File: src/rtl/vga_pkg.sv
// rtl/vga_pkg.sv - default VGA timing constants, totals derivation and pattern types
package vga_pkg;

    // 640x480-class panel timing on a 25 MHz pixel clock, widened to 800 active pixels
    localparam int DEF_WIDTH  = 800;
    localparam int DEF_HEIGHT = 480;
    localparam int DEF_H_FP   = 40;
    localparam int DEF_H_SYNC = 48;
    localparam int DEF_H_BP   = 40;
    localparam int DEF_V_FP   = 13;
    localparam int DEF_V_SYNC = 3;
    localparam int DEF_V_BP   = 29;

    // Counter width; wide enough for any practical line or frame length
    localparam int CNT_W = 12;

    // Total period of one axis: active region plus front porch, sync and back porch
    function automatic int axis_total(input int active, input int fp, input int sync, input int bp);
        return active + fp + sync + bp;
    endfunction

    localparam int DEF_H_TOTAL = axis_total(DEF_WIDTH, DEF_H_FP, DEF_H_SYNC, DEF_H_BP);
    localparam int DEF_V_TOTAL = axis_total(DEF_HEIGHT, DEF_V_FP, DEF_V_SYNC, DEF_V_BP);

    typedef enum logic [1:0] {
        SOLID   = 2'd0,
        RAMP    = 2'd1,
        CHECKER = 2'd2,
        BARS    = 2'd3
    } pattern_mode_e;

    typedef struct packed {
        logic [7:0] r;
        logic [7:0] g;
        logic [7:0] b;
    } rgb_t;

    localparam rgb_t RGB_WHITE = 24'hFF_FF_FF;
    localparam rgb_t RGB_BLACK = 24'h00_00_00;

endpackage

File: src/rtl/vga_timing_gen.sv
// rtl/vga_timing_gen.sv - h/v raster counters with sync, blank and frame-event decode
module vga_timing_gen
    import vga_pkg::*;
#(
    parameter int WIDTH  = DEF_WIDTH,
    parameter int HEIGHT = DEF_HEIGHT,
    parameter int H_FP   = DEF_H_FP,
    parameter int H_SYNC = DEF_H_SYNC,
    parameter int H_BP   = DEF_H_BP,
    parameter int V_FP   = DEF_V_FP,
    parameter int V_SYNC = DEF_V_SYNC,
    parameter int V_BP   = DEF_V_BP
) (
    input  logic       VGA_CLK,
    input  logic       reset_n,
    output logic [7:0] h_lsb,
    output logic       v_tile,
    output logic       hs_n,
    output logic       vs_n,
    output logic       active,
    output logic       frame_first,
    output logic       line_last,
    output logic       frame_last
);

    localparam int H_TOTAL = axis_total(WIDTH, H_FP, H_SYNC, H_BP);
    localparam int V_TOTAL = axis_total(HEIGHT, V_FP, V_SYNC, V_BP);

    localparam logic [CNT_W-1:0] H_ACT   = CNT_W'(WIDTH);
    localparam logic [CNT_W-1:0] H_SS    = CNT_W'(WIDTH + H_FP);
    localparam logic [CNT_W-1:0] H_SE    = CNT_W'(WIDTH + H_FP + H_SYNC);
    localparam logic [CNT_W-1:0] H_LAST  = CNT_W'(H_TOTAL - 1);
    localparam logic [CNT_W-1:0] V_ACT   = CNT_W'(HEIGHT);
    localparam logic [CNT_W-1:0] V_SS    = CNT_W'(HEIGHT + V_FP);
    localparam logic [CNT_W-1:0] V_SE    = CNT_W'(HEIGHT + V_FP + V_SYNC);
    localparam logic [CNT_W-1:0] V_LAST  = CNT_W'(V_TOTAL - 1);

    logic [CNT_W-1:0] h_cnt;
    logic [CNT_W-1:0] v_cnt;

    assign line_last   = (h_cnt == H_LAST);
    assign frame_last  = line_last && (v_cnt == V_LAST);
    assign frame_first = (h_cnt == '0) && (v_cnt == '0);

    // Sync pulses are active low inside their window; blank covers everything outside the active area
    assign hs_n   = !((h_cnt >= H_SS) && (h_cnt < H_SE));
    assign vs_n   = !((v_cnt >= V_SS) && (v_cnt < V_SE));
    assign active = (h_cnt < H_ACT) && (v_cnt < V_ACT);

    // Only the bits the pattern generators need leave this block
    assign h_lsb  = h_cnt[7:0];
    assign v_tile = v_cnt[4];

    // Raster scan: h advances every pixel, v advances on the h wrap, both wrap at end of frame
    always_ff @(posedge VGA_CLK or negedge reset_n) begin
        if (!reset_n) begin
            h_cnt <= '0;
            v_cnt <= '0;
        end else if (line_last) begin
            h_cnt <= '0;
            v_cnt <= frame_last ? '0 : v_cnt + 1'b1;
        end else begin
            h_cnt <= h_cnt + 1'b1;
        end
    end

endmodule

File: src/rtl/vga_test_source.sv
// rtl/vga_test_source.sv - VGA test pattern source; VGA_SRC_SCROLL_EN scrolls the ramp by frame count
module vga_test_source
    import vga_pkg::*;
#(
    parameter int WIDTH  = DEF_WIDTH,
    parameter int HEIGHT = DEF_HEIGHT,
    parameter int H_FP   = DEF_H_FP,
    parameter int H_SYNC = DEF_H_SYNC,
    parameter int H_BP   = DEF_H_BP,
    parameter int V_FP   = DEF_V_FP,
    parameter int V_SYNC = DEF_V_SYNC,
    parameter int V_BP   = DEF_V_BP
) (
    input  logic        VGA_CLK,
    input  logic        reset_n,
    input  logic [1:0]  mode,
    input  logic [23:0] solid_rgb,
    output logic [7:0]  oVGA_R,
    output logic [7:0]  oVGA_G,
    output logic [7:0]  oVGA_B,
    output logic        oVGA_HS,
    output logic        oVGA_VS,
    output logic        oVGA_SYNC_N,
    output logic        oVGA_BLANK_N,
    output logic        frame_start,
    output logic [15:0] frame_count
);

    // Colour bar width; clamped so tiny test rasters still get a legal counter
    localparam int BAR_W = (WIDTH / 8 > 0) ? WIDTH / 8 : 1;
    localparam logic [CNT_W-1:0] BAR_LAST = CNT_W'(BAR_W - 1);

    logic [7:0]       h_lsb;
    logic             v_tile;
    logic             hs_n;
    logic             vs_n;
    logic             active;
    logic             frame_first;
    logic             line_last;
    logic             frame_last;

    pattern_mode_e    mode_q;
    rgb_t             rgb_q;
    pattern_mode_e    eff_mode;
    rgb_t             eff_rgb;
    rgb_t             pix_d;
    logic [7:0]       offset;
    logic [7:0]       ramp;
    logic [CNT_W-1:0] bar_px;
    logic [2:0]       bar_k;
    logic [15:0]      frame_cnt_q;

    vga_timing_gen #(
        .WIDTH  (WIDTH),
        .HEIGHT (HEIGHT),
        .H_FP   (H_FP),
        .H_SYNC (H_SYNC),
        .H_BP   (H_BP),
        .V_FP   (V_FP),
        .V_SYNC (V_SYNC),
        .V_BP   (V_BP)
    ) u_timing (
        .VGA_CLK     (VGA_CLK),
        .reset_n     (reset_n),
        .h_lsb       (h_lsb),
        .v_tile      (v_tile),
        .hs_n        (hs_n),
        .vs_n        (vs_n),
        .active      (active),
        .frame_first (frame_first),
        .line_last   (line_last),
        .frame_last  (frame_last)
    );

`ifdef VGA_SRC_SCROLL_EN
    assign offset = frame_cnt_q[7:0];
`else
    assign offset = 8'd0;
`endif

    assign ramp = h_lsb + offset;

    // Pixel (0,0) already uses the freshly sampled settings so a whole frame is uniform
    assign eff_mode = frame_first ? pattern_mode_e'(mode) : mode_q;
    assign eff_rgb  = frame_first ? rgb_t'(solid_rgb) : rgb_q;

    assign oVGA_SYNC_N = 1'b0;
    assign frame_count = frame_cnt_q;

    // Pattern settings are captured once per frame at the first pixel
    always_ff @(posedge VGA_CLK or negedge reset_n) begin
        if (!reset_n) begin
            mode_q <= SOLID;
            rgb_q  <= RGB_BLACK;
        end else if (frame_first) begin
            mode_q <= pattern_mode_e'(mode);
            rgb_q  <= rgb_t'(solid_rgb);
        end
    end

    // Bar index tracks h position without a divider; saturates past the last bar
    always_ff @(posedge VGA_CLK or negedge reset_n) begin
        if (!reset_n) begin
            bar_px <= '0;
            bar_k  <= '0;
        end else if (line_last) begin
            bar_px <= '0;
            bar_k  <= '0;
        end else if (bar_px == BAR_LAST) begin
            bar_px <= '0;
            bar_k  <= (bar_k == 3'd7) ? 3'd7 : bar_k + 3'd1;
        end else begin
            bar_px <= bar_px + 1'b1;
        end
    end

    // Completed-frame counter, bumped on the final pixel of each frame
    always_ff @(posedge VGA_CLK or negedge reset_n) begin
        if (!reset_n) begin
            frame_cnt_q <= '0;
        end else if (frame_last) begin
            frame_cnt_q <= frame_cnt_q + 16'd1;
        end
    end

    // Pattern select; anything outside the active area is black
    always_comb begin
        pix_d = RGB_BLACK;
        if (active) begin
            case (eff_mode)
                SOLID:   pix_d = eff_rgb;
                RAMP:    pix_d = {ramp, ramp, ramp};
                CHECKER: pix_d = (h_lsb[4] ^ v_tile) ? RGB_WHITE : RGB_BLACK;
                BARS:    pix_d = {{8{bar_k[2]}}, {8{bar_k[1]}}, {8{bar_k[0]}}};
                default: pix_d = RGB_BLACK;
            endcase
        end
    end

    // Single output stage keeps colour, sync, blank and frame_start mutually aligned
    always_ff @(posedge VGA_CLK or negedge reset_n) begin
        if (!reset_n) begin
            oVGA_R       <= 8'd0;
            oVGA_G       <= 8'd0;
            oVGA_B       <= 8'd0;
            oVGA_HS      <= 1'b1;
            oVGA_VS      <= 1'b1;
            oVGA_BLANK_N <= 1'b0;
            frame_start  <= 1'b0;
        end else begin
            oVGA_R       <= pix_d.r;
            oVGA_G       <= pix_d.g;
            oVGA_B       <= pix_d.b;
            oVGA_HS      <= hs_n;
            oVGA_VS      <= vs_n;
            oVGA_BLANK_N <= active;
            frame_start  <= frame_first;
        end
    end

endmodule

File: config.mk
export PLATFORM = sky130hd
export DESIGN_NAME = vga_test_source
export DESIGN_NICKNAME = d
export VERILOG_FILES = /design/src/rtl/vga_pkg.sv /design/src/rtl/vga_timing_gen.sv /design/src/rtl/vga_test_source.sv
export SDC_FILE = /design/constraint.sdc
export NUM_CORES = 1
export LEC_CHECK = 0
export CORE_MARGIN = 10
export CORE_UTILIZATION = 40
export DETAILED_ROUTE_END_ITERATION = 12
export PLACE_DENSITY_LB_ADDON = 0.05
export RECOVER_POWER = 100
export SYNTH_ARGS = -nofsm -noshare
export SYNTH_HDL_FRONTEND = slang
export SYNTH_HIERARCHICAL = 1
export SYNTH_SLANG_ARGS = --single-unit
File: constraint.sdc
create_clock -name VGA_CLK -period 6.4 [get_ports VGA_CLK]
set_input_delay 1.6 -clock VGA_CLK [delete_from_list [all_inputs] [get_ports VGA_CLK]]
set_output_delay 1.6 -clock VGA_CLK [all_outputs]
set_load 0.005 [all_outputs]
### Word-level counts from Yosys, hierarchy flattened

Index checks and enable logic that the tools add are counted.

* register bits after elaboration: 109
* latch bits: 0
* RAM bits: 0
* memory bits (read-only): 0
* input bits: 28
* output and inout bits: 45
* memories kept: 0

* add/sub/neg operators: 5
* $mul: 0
* div/mod/pow operators: 0
* $lt $le $gt $ge: 6
* equality and inequality tests: 7
* shifts and indexed selects: 0
* multiplexer cells: 12
* bitwise logic cells: 1
* reduce and logical (&&, ||, !) cells: 11

Operators by type and width (count)
* $pmux 24 s4: 1
* $mux 24: 3
* $mux 12: 4
* $add 12x1->12 const B: 3
* $eq 12x10->1 const B: 2
* $logic_not 12->1: 2
* $lt 12x10->1 const B: 2
* $lt 12x9->1 const B: 2
* $add 16x1->16 const B: 1
* $eq 12x7->1 const B: 1
* $ge 12x10->1 const B: 1
* $ge 12x9->1 const B: 1
* $mux 3: 3
* $logic_and 1x1->1: 5
* $eq 2x2->1 const B: 2
* $add 3x1->3 const B: 1
* $eq 3x3->1 const B: 1
* $eq 2x1->1 const B: 1
* $logic_not 1->1: 2
* $logic_not 2->1: 1
* $mux 2: 1
* $reduce_bool 2->1: 1
* $xor 1x1->1: 1

### Logic depth before layout (Yosys ltp)

* depth in word-level cells: 6
* gate-level depth with buffers: 11
* gate-level depth less buffers: 9

### Hierarchy

Netlist, hierarchy kept.

By module, submodules not included
* vga_test_source: times used 1, cells each 283, area each 3484.6 sq um
* vga_timing_gen: times used 1, cells each 153, area each 1430.1 sq um

### Least setup slack after synthesis

Ideal clock, no wire load.

* path kind: input to register
* start: input port mode[0]
* end: register oVGA_B[5]
* library setup time: 0.135 ns
* data arrival time: 2.294 ns
* data required time: 6.265 ns
* path slack: 3.971 ns
* stages: 5
* buffers on the path: 1
* cells stage by stage: mux2i_4 -> nand2_4 -> clkbuf_2 -> o21ai_0 -> a21oi_1

RTL lines
* from (decl): RTL line vga_test_source.sv:16 `input logic [1:0] mode,`
* to (signal assigned): RTL line vga_test_source.sv:153 `oVGA_B <= pix_d.b;`
* to (decl): RTL line vga_test_source.sv:20 `output logic [7:0] oVGA_B,`

==> results.md <==
* Run status: complete, but fails checks
* Violations in the final reports: max-capacitance violations, max-slew violations
* Leakage Power at 2.60 nW
* Synth area leader: dfrtp_1
* # diodes at 0
* Clock buffer count from CTS at 9
* Asr flop ratio synth at 100%
* Slowest-stage cell, CP: clkbuf_1
* RSZ-0062 raised after global routing: no
* Hold buffers post-CTS at 0
* Buf/Inv on CP at 2
* Nets at 533
* Root Driver: clkbuf_16
* Core Rows at 40
* DRC Markers at 0
* Clock latency on the worst-skew pair at 0.35 ns
* Top delay family on crit path: buffers and inverters
* Mapped cell area at 4910 um2
* Critical-path cell list: inv_1, ha_1, nor2b_1, nand2_1, nor3_1, clkbuf_1, mux2i_1, o21ai_0, a21oi_1
* Min-Delay Path Class: flip-flop to flip-flop
* Yosys warnings at 6
* Fin util at 49.5%
* Top FF cell, synth: dfrtp_1
* Count leader, synth: dfrtp_1
* Vias per inst at 5.11
* Final Hold Viols at 0
* Fraction of layout cells with a size suffix above 1 at 8.60%
* Distinct cells, synth at 47
* H-tree Lvls at 3
* Detailed Route WL at 10.9 mm
* Setup Total Neg Slack at 0 ns
* Initial core utilization at 40.9%
* Clock net sink count at 109
* DR WL/cell at 16.8 um
* Max Slew Vio Count at 80
* I/O pin count at 73
* Post-CTS Setup Inserts at 0
* CP Launch Type: flip-flop
* Final GP Congestion at 0.794
* Grt total ovfl at 0
* Crit share post-route at 66.2%
* Setup CP Type: flip-flop to flip-flop
* Share of the synthesized area in the top cell type at 54.5%
* Final setup viols at 0
* Rel. slew slack at -72.8%
* Dpl hpwl at 7.54 mm
* Yosys reg bits at 109
* Largest net degree at the start of global routing at 60
* Post-route ant nets at 0
* EDFF count, synth at 0
* DR pass1 iterations at 4
* Critical Path End Type: flip-flop
* Die X at 131 um
* Synthesized net count at 474
* PnR Total Power at 1.37 mW
* Crit-path max FO at 27
* Ranking of synthesized cells by area: dfrtp_1 (54%), mux2_2 (5.7%), xnor2_1 (5.2%)
* First-pass GRT wire length at 17.5 mm
* Sequential element share of the synthesized area at 55.5%
* Worst-Margin Slew at 2.59 ns
* CORE AREA at 12000 um2
* Pwr/cell area at 230 nW/um2
* CTS clk-pin slew, worst paths at 0.07 ns
* CP Data Arrival Time at 4.51 ns
* Port bufs at 71
* Starting DRT DRC Count at 191
* Synth Area per Inst at 11.3 um2
* Worst vdd ir at 0.165 mV
* Routed via count at 3308
* Clk_skew at 0.00774 ns
* Gate Count Post-Synth at 436
* Initial antenna violation count at 0
* Peak Freq at 236 MHz
* Top cells by count, synth: dfrtp_1 (107), o21ai_0 (33), a21oi_1 (29), nor2_1 (29), xnor2_1 (29)
* Crit path required time at 6.67 ns
* FILL cells at 1122
* Die area at 17100 um2
* Area Growth Syn to Fin at 21.0%
* Clock tree buffer depth at 2
* Die height at 131 um
* Total track usage at 13.2%
* Max cap viols at 2
* CTS tree: built
* CP max stage delay at 1.27 ns
* Vias in the first global route at 3277
* Tmin final at 4.24 ns
* CTS resizes at 0
## cell usage in the layout (no fill, tap or decap), drive strengths merged, types with 2 or more instances in the layout
cell / instances
and4: 5
a21oi: 30
ha: 10
o21ai: 38
clkbuf: 13
nand3: 18
and4bb: 2
dfstp: 2
dlygate4sd3: 44
dfrtp: 107
and3: 11
nor2b: 2
clkdlybuf4s50: 26
and2: 3
nor2: 29
nor3: 14
nand4: 16
inv: 11
mux2: 25
mux2i: 4
nor4: 5
nand2: 27
xor2: 12
xnor2: 29
clkinv: 3
## metrics by stage
step                      cells  worst slack, ns  hold slack (ns)  instance area, um2
after global placement      631             3.13            0.466                5660
after detailed placement    631             3.11            0.471                5660
after global routing        647             1.77            0.499                5950
after floorplan             436             3.97            0.460                4910
after CTS                   647             3.32            0.485                5970
final                       647             2.16            0.473                5950
## cell families (layout without fill, tap and decap cells)
kind of cell	Yosys count	count (layout)	share of synthesized area [%]
DFF	109	109	55.5
adders and majority gates	10	10	2.55
AOI/OAI and AO/OA	73	73	8.15
other	1	1	0.0763
buffers and inverters	36	100	4.38
and+or+nand+nor	137	137	15.1
xor gates and xnor gates	41	41	7.31
muxes	29	29	6.87
## where the power goes
group          total, mW  leakage [nW]  internal [mW]  switching [mW]
combinational     0.0849          1.07         0.0421          0.0428
sequential         0.714          1.38          0.709         0.00520
clock              0.571         0.151          0.317           0.253
## final timing paths
kind,start,end,slack (ns),cells after the start
min reg2reg,frame_count[15],frame_count[15],0.47,1
min in group asynchronous,reset_n,rgb_q[22],2.05,1
max reg2reg,u_timing/v_cnt[0],oVGA_R[3],2.16,9
max in group asynchronous,reset_n,u_timing/h_cnt[5],2.50,2
min,frame_count[15],frame_count[15],0.47,1
max,u_timing/v_cnt[0],oVGA_R[3],2.16,9
## worst reg2reg max path: stages, from the launching register on
cell and delay, ns:
dfrtp_1 0.45, inv_1 0.13, ha_1 0.15, nor2b_1 0.22, nand2_1 0.09, nor3_1 0.19, clkbuf_1 1.27, mux2i_1 0.95
o21ai_0 0.45, a21oi_1 0.26
## final cells by class
cell class	instances	area, um2	share of cell area, %
sequential	109	2730	45.9
multi-input combinational	291	1970	33.1
timing repair buffer	74	719	12.1
clock buffer	10	239	4.02
tap	147	184	3.09
clock inverter	6	71.3	1.20
inverter	10	37.5	0.631
## per-layer routing
metal | global-route usage, % | wire length [um] | part of all wire [%] | up-vias
met3 | 4.47 | 603 | 5.5 | 9
li1 | - | - | - | 1623
met2 | 19.3 | 4970 | 46 | 60
met4 | 4.32 | 108 | 0.99 | 0
met1 | 17.8 | 5220 | 48 | 1616
met5 | 0 | 0 | 0 | -
## flip-flops by register name, summed over array words and instances, names as in the netlist
register and count:
oVGA_R 8, oVGA_BLANK_N 1, oVGA_B 8, frame_start 1
oVGA_VS 1, frame_count 16, oVGA_HS 1, u_timing/h_cnt 12
bar_px 12, oVGA_G 8, u_timing/v_cnt 12, bar_k 3
rgb_q 24, mode_q 2
Note: power is estimated with default switching activity, not from simulation.
